**src/rtl/div_ctrl.sv**
```systemverilog
// div_ctrl: multi-cycle DIV/DIVU controller and datapath for the EX stage.
//
// A restoring shift-subtract divider runs one iteration per clock for
// DATA_W iterations. It stalls the pipeline while the division is in
// flight. The quotient is delivered on result_lo and the remainder on
// result_hi, both qualified by result_ready.
//
// Ports:
//   clk            system clock
//   rst            synchronous active-high reset
//   start          EX holds a valid DIV/DIVU
//   signed_div     1 = DIV, 0 = DIVU (sampled with start)
//   opdata1        dividend (rs)
//   opdata2        divisor (rt)
//   flush          exception/ERET flush; abandons any division
//   hold           downstream hold; keeps the result presented in DONE
//   stall_div      stall request to the hazard unit
//   result_hi      remainder
//   result_lo      quotient
//   result_ready   result valid / HI-LO write qualifier
//   perf_stall_cnt (only with DIV_CTRL_PERF_CNT_EN) saturating count of
//                  stall cycles
//
// Optional feature macro: DIV_CTRL_PERF_CNT_EN
module div_ctrl #(
  parameter int DATA_W = 32
) (
  input  logic              clk,
  input  logic              rst,
  input  logic              start,
  input  logic              signed_div,
  input  logic [DATA_W-1:0] opdata1,
  input  logic [DATA_W-1:0] opdata2,
  input  logic              flush,
  input  logic              hold,
  output logic              stall_div,
  output logic [DATA_W-1:0] result_hi,
  output logic [DATA_W-1:0] result_lo,
  output logic              result_ready
`ifdef DIV_CTRL_PERF_CNT_EN
  ,
  output logic [31:0]       perf_stall_cnt
`endif
);

  localparam int CNT_W = (DATA_W > 1) ? $clog2(DATA_W) : 1;
  localparam logic [CNT_W-1:0] LAST_ITER = CNT_W'(DATA_W - 1);

  typedef enum logic [1:0] {
    IDLE     = 2'd0,
    DIV_ZERO = 2'd1,
    BUSY     = 2'd2,
    DONE     = 2'd3
  } state_t;

  // Magnitude of an operand; only negative values in signed mode are negated.
  // The most negative value maps to itself, which is its correct unsigned magnitude.
  function automatic logic [DATA_W-1:0] abs_val(input logic [DATA_W-1:0] v,
                                                input logic              is_signed);
    if (is_signed && v[DATA_W-1]) begin
      abs_val = ~v + {{(DATA_W-1){1'b0}}, 1'b1};
    end else begin
      abs_val = v;
    end
  endfunction

  // Conditional two's-complement negation used for the final sign fix-up.
  function automatic logic [DATA_W-1:0] cond_neg(input logic [DATA_W-1:0] v,
                                                 input logic              neg);
    if (neg) begin
      cond_neg = ~v + {{(DATA_W-1){1'b0}}, 1'b1};
    end else begin
      cond_neg = v;
    end
  endfunction

  state_t            state_r, state_next_s;
  logic [CNT_W-1:0]  cnt_r;
  logic [DATA_W-1:0] quo_r;      // holds the dividend magnitude and shifts in quotient bits
  logic [DATA_W-1:0] dvs_r;      // divisor magnitude
  logic [DATA_W-1:0] rem_r;      // partial remainder; always below the divisor
  logic              neg_q_r;    // quotient must be negated (operand signs differ)
  logic              neg_r_r;    // remainder must be negated (dividend negative)
  logic              stall_s;

  // One restoring iteration. The 33-bit shifted remainder cannot overflow the compare.
  logic [DATA_W:0]   rem_shift_s;
  logic [DATA_W:0]   diff_s;
  logic [DATA_W-1:0] rem_next_s;
  logic [DATA_W-1:0] quo_next_s;

  assign rem_shift_s = {rem_r, quo_r[DATA_W-1]};
  assign diff_s      = rem_shift_s - {1'b0, dvs_r};
  assign rem_next_s  = diff_s[DATA_W] ? rem_shift_s[DATA_W-1:0] : diff_s[DATA_W-1:0];
  assign quo_next_s  = {quo_r[DATA_W-2:0], ~diff_s[DATA_W]};

  // State register.
  always_ff @(posedge clk) begin
    if (rst) begin
      state_r <= IDLE;
    end else begin
      state_r <= state_next_s;
    end
  end

  // Next-state and stall decode; flush overrides every state.
  always_comb begin
    state_next_s = state_r;
    stall_s      = 1'b0;
    if (flush) begin
      state_next_s = IDLE;
      stall_s      = 1'b0;
    end else begin
      case (state_r)
        IDLE: begin
          if (start) begin
            stall_s      = 1'b1;
            state_next_s = (opdata2 == '0) ? DIV_ZERO : BUSY;
          end else begin
            state_next_s = IDLE;
          end
        end
        DIV_ZERO: begin
          stall_s      = 1'b1;
          state_next_s = DONE;
        end
        BUSY: begin
          stall_s = 1'b1;
          if (cnt_r == LAST_ITER) begin
            state_next_s = DONE;
          end else begin
            state_next_s = BUSY;
          end
        end
        DONE: begin
          if (hold) begin
            state_next_s = DONE;
          end else begin
            state_next_s = IDLE;
          end
        end
        default: begin
          state_next_s = IDLE;
        end
      endcase
    end
  end

  // Reset wins over a start seen in the same cycle.
  assign stall_div = stall_s & ~rst;

  // Operand latch, iteration datapath and registered results.
  always_ff @(posedge clk) begin
    if (rst) begin
      cnt_r        <= '0;
      quo_r        <= '0;
      dvs_r        <= '0;
      rem_r        <= '0;
      neg_q_r      <= 1'b0;
      neg_r_r      <= 1'b0;
      result_hi    <= '0;
      result_lo    <= '0;
      result_ready <= 1'b0;
    end else if (flush) begin
      cnt_r        <= '0;
      result_hi    <= '0;
      result_lo    <= '0;
      result_ready <= 1'b0;
    end else begin
      case (state_r)
        IDLE: begin
          if (start) begin
            quo_r   <= abs_val(opdata1, signed_div);
            dvs_r   <= abs_val(opdata2, signed_div);
            rem_r   <= '0;
            cnt_r   <= '0;
            neg_q_r <= signed_div & (opdata1[DATA_W-1] ^ opdata2[DATA_W-1]);
            neg_r_r <= signed_div & opdata1[DATA_W-1];
          end
        end
        DIV_ZERO: begin
          result_hi    <= '0;
          result_lo    <= '0;
          result_ready <= 1'b1;
        end
        BUSY: begin
          rem_r <= rem_next_s;
          quo_r <= quo_next_s;
          cnt_r <= cnt_r + {{(CNT_W-1){1'b0}}, 1'b1};
          if (cnt_r == LAST_ITER) begin
            result_hi    <= cond_neg(rem_next_s, neg_r_r);
            result_lo    <= cond_neg(quo_next_s, neg_q_r);
            result_ready <= 1'b1;
          end
        end
        DONE: begin
          if (!hold) begin
            result_hi    <= '0;
            result_lo    <= '0;
            result_ready <= 1'b0;
          end
        end
        default: begin
          result_ready <= 1'b0;
        end
      endcase
    end
  end

`ifdef DIV_CTRL_PERF_CNT_EN
  // Saturating stall-cycle counter; only reset clears it.
  always_ff @(posedge clk) begin
    if (rst) begin
      perf_stall_cnt <= 32'd0;
    end else if (stall_s && (perf_stall_cnt != 32'hFFFF_FFFF)) begin
      perf_stall_cnt <= perf_stall_cnt + 32'd1;
    end
  end
`endif

endmodule

```
**config.mk**
```make
export PLATFORM = sky130hd
export DESIGN_NAME = div_ctrl
export DESIGN_NICKNAME = d
export VERILOG_FILES = /design/src/rtl/div_ctrl.sv
export SDC_FILE = /design/constraint.sdc
export NUM_CORES = 1
export LEC_CHECK = 0
export BUFFER_PORTS_ARGS = -buffer_cell sky130_fd_sc_hd__clkbuf_2
export CORE_UTILIZATION = 54
export CTS_CLUSTER_SIZE = 40
export DETAILED_ROUTE_END_ITERATION = 8
export PLACE_DENSITY = 0.81
export SETUP_SLACK_MARGIN = 0.5
export SLEW_MARGIN = 20
export SYNTH_ARGS = -nofsm -noshare
export SYNTH_HDL_FRONTEND = slang
export SYNTH_SLANG_ARGS = --single-unit
```
**constraint.sdc**
```tcl
create_clock -name clk -period 6.2 [get_ports clk]
set_clock_uncertainty 0.05 [all_clocks]
set_input_delay 0.31 -clock clk [delete_from_list [all_inputs] [get_ports clk]]
set_output_delay 0.31 -clock clk [all_outputs]
set_load 0.05 [all_outputs]
```
==> impl_summary.txt <==
----------------------------------------------------
[Layout]
  Area growth from synthesis to final layout ... 12.0%
  Leading cell types in the layout, fill and taps excluded ... nand2_1, dfxtp_1, nor2_1, clkbuf_2, a21oi_1
  Combined flip-flop and latch cell area ... 3400 um^2
  Fill cells ... 1920
  Most common cell after layout, fill and taps aside ... nand2_1
  Share of final-layout standard cells stronger than drive strength 1 ... 0.140
  Multi-input combinational cell area ... 7620 um^2
  Nets@finish ... 1738
  Total inserted antenna cells ... 0

[Place]
  Placement Setup Slack ... 0.872 ns
  Final RePlAce weighted congestion ... 0.980
  Number of port buffers ... 135
  HPWL Detailed ... 25.4 mm

[Clock tree]
  Clock buffer count from CTS ... 17
  CTS tree ... built
  CTS HTree Levels ... 4
  Clock net sink count ... 170
  Worst skew pair latency ... 0.44 ns
  Clock transition at the registers of the reported paths ... 0.07 ns
  Clk buf depth ... 2
  Root Driver ... clkbuf_16

[STA]
  Post-route worst setup slack ... 0.918 ns
  Max-slew headroom ... 0.260
  Fin Setup TNS ... 0 ns
  Slew of the pin with the lowest slew margin ... 1.11 ns
  RSZ-0062 raised after global routing ... no
  Minimum clock period after layout ... 5.28 ns
  Maximum frequency from static timing analysis ... 189 MHz
  Fin crit share ... 0.852
  Final setup violating endpoints ... 0
  Number of hold-slack violations in the final timing report ... 0
  Slew Viols, Final ... 0

[Worst setup path]
  Critical path arrival ... 5.53 ns
  Reg2Reg Depth ... 22
  Data required, critical path ... 6.44 ns
  Setup slack on the worst flop-to-flop path ... 0.92 ns
  Biggest fanout along the worst timing path ... 10
  Reg2Reg Launch Point ... quo_r[31]
  Critical Path End Type ... flop
  Reg-to-reg endpoint ... result_lo[28]
  Startpoint-to-endpoint class of the critical path ... reg2reg
  Kind of start point of the critical path ... flop

[Logic synthesis]
  Proportion of netlist area held by the largest area contributor ... 0.293
  Sequential share of the synthesized area ... 0.293
  Share of synthesized flip-flops with an asynchronous set or reset ... 0
  Top cells by area in the synthesized netlist ... dfxtp_1, nand2_1, xnor2_1
  Biggest area consumer among synthesized cells ... dfxtp_1
  Number of instances in the synthesized netlist ... 1541
  Most used flip-flop cell after synthesis ... dfxtp_1
  EDFF count, synth ... 0
  Synthesized flop and latch total ... 170
  Warning count from the yosys run ... 0
  Post-synthesis average cell area ... 7.54 um^2
  Post-Syn Nets ... 1655
  Synth cell types ... 91
  Netlist Area Pre-Place ... 11600 um^2

[Die]
  I/O pin count ... 136
  Die outline area ... 22100 um^2
  Initial core utilization ... 0.551
  Die width ... 149 um
  Row count ... 53
  Core region area ... 21100 um^2
  Chip Height ... 149 um

[Outcome]
  Status ... complete, no violations

[GRT]
  Number of global-route vias before repair ... 10300
  Wire length of the first global-routing pass ... 54.9 mm
  Pin count of the biggest net entering global routing ... 100
  Number of antenna violations at the first check in global routing ... 0
  GR Util All Layers ... 0.313
  GR Overflow Total ... 0

[Power and ir drop]
  Internal ... 1.93 mW
  P_leak ... 5.20 nW
  Worst VDD drop ... 185 uV
  Ratio of total power to cell area ... 223 nW/um^2
  Switching Power ... 0.980 mW
  Combinational fraction of design power ... 0.219
  Part of the power in registers ... 0.399
  Post-layout total power ... 2.91 mW
  Switching Fraction ... 0.337
  Part of the power in the clock network ... 0.382

[Route]
  First-pass iteration count of the detailed router ... 7
  Detailed Route Iter0 Violations ... 1312
  Post-DRT Antenna Nets ... 0
  Detail-routed via count per cell ... 6.11
  Routed via count ... 11700
  Post-route DRC ... 0
  Per-cell routed wire length ... 18.1 um
  Total detailed-routing wirelength ... 34.6 mm

[Run]
  Max-Cap Viols ... 0

[Worst hold path]
  Cell count of the worst hold path ... 3
  Hold crit path type ... in2reg
  Destination of the worst hold path ... state_r[1]
  Hold path startpoint ... start

----------------------------------------------------
[cell type report]
type                            count  share of cell area
Multi-Input combinational cell   1224               0.586
Sequential cell                   170               0.262
Timing Repair Buffer              152              0.0617
Clock buffer                       17              0.0327
Tap cell                          275              0.0264
Inverter                           59              0.0174
Clock inverter                     15              0.0141
[power by group through the flow]
stage                     clock network (mW)  logic, mW  registers (mW)
after floorplan                            0      0.454            1.17
after global placement                     0      0.607            1.18
after detailed placement                   0      0.614            1.18
after CTS                               1.11      0.619            1.16
after global routing                    1.16      0.695            1.16
final                                   1.11      0.636            1.16
[per-layer routing]
layer  wire, um  up-vias  share of wire  global-route usage
met2      15000      510           0.43               0.473
li1           -     5665              -                   -
met1      16200     5455           0.47               0.463
met5          0        -              0                   0
met4        571        0          0.017              0.0856
met3       2790       45          0.081              0.0399
[state kept, by name, indices dropped and copies added (netlist names)]
signal,count
cnt_r,5
dvs_r,32
neg_q_r,1
neg_r_r,1
quo_r,32
rem_r,32
result_hi,32
result_lo,32
result_ready,1
state_r,2
[per-stage QoR]
stage	instance area [um^2]	util	std cells	hold slack (ns)
2_1_floorplan	11600	-	1541	0.382
3_3_place_gp	12300	0.585	1873	0.383
3_5_place_dp	12300	0.585	1873	0.391
4_1_cts	13000	0.614	1905	0.129
5_1_grt	13000	0.617	1912	0.151
6_report	13000	0.617	1912	0.133
[worst max-delay path, stage by stage, from the launching register on]
cell and delay [ns]:
dfxtp_1 0.33, inv_1 0.06, ha_1 0.16, inv_1 0.06
fa_1 0.45, a211oi_2 0.29, o211ai_2 0.19, nand4b_1 0.16
o211ai_2 0.18, a311o_1 0.44, and2_4 0.23, buf_4 0.16
inv_6 0.04, ha_1 0.14, nand2_1 0.08, or4_1 0.48
nand2b_1 0.20, or3_1 0.40, or4_1 0.45, o31ai_1 0.28
xnor2_1 0.10, a22oi_1 0.14, nor2_1 0.06
[cells in the mapped netlist (all sizes together), types with 20 or more instances]
| cell | n |
|---|---|
| nand2 | 233 |
| dfxtp | 170 |
| nor2 | 168 |
| o21ai | 113 |
| a21oi | 112 |
| xnor2 | 77 |
| clkbuf | 66 |
| inv | 59 |
| xor2 | 56 |
| a22oi | 48 |
| ha | 43 |
| a211oi | 32 |
| nor3 | 30 |
| o31ai | 30 |
| buf | 23 |
| nand3 | 20 |
[kinds of logic after synthesis]
family / share of synthesized area
XOR/XNOR: 0.100
adder cells (fa/ha/maj): 0.0480
AND/OR/NAND/NOR: 0.224
flip-flops: 0.293
AO/OA/AOI/OAI: 0.267
buffers and inverters: 0.0534
multiplexers: 0.0149
[timing repair]
| action | CTS | global route |
|---|---|---|
| setup buffers | 0 | 6 |
| hold buffers | 0 | 0 |
| gates resized for setup | 0 | 1 |
| setup endpoints to repair | 0 | 7 |
[worst max-delay path by stage]
stage	start	endpoint	slack, ns	cells after the start
2_1_floorplan	quo_r[31]	result_lo[28]	1.20	24
6_report	quo_r[31]	result_lo[28]	0.92	22
5_1_grt	quo_r[31]	result_lo[28]	0.61	22
4_1_cts	quo_r[31]	result_hi[30]	0.77	20
3_5_place_dp	quo_r[31]	result_hi[30]	0.87	20
3_3_place_gp	quo_r[31]	result_hi[30]	1.06	20
Power figures use the tool's default switching activity.
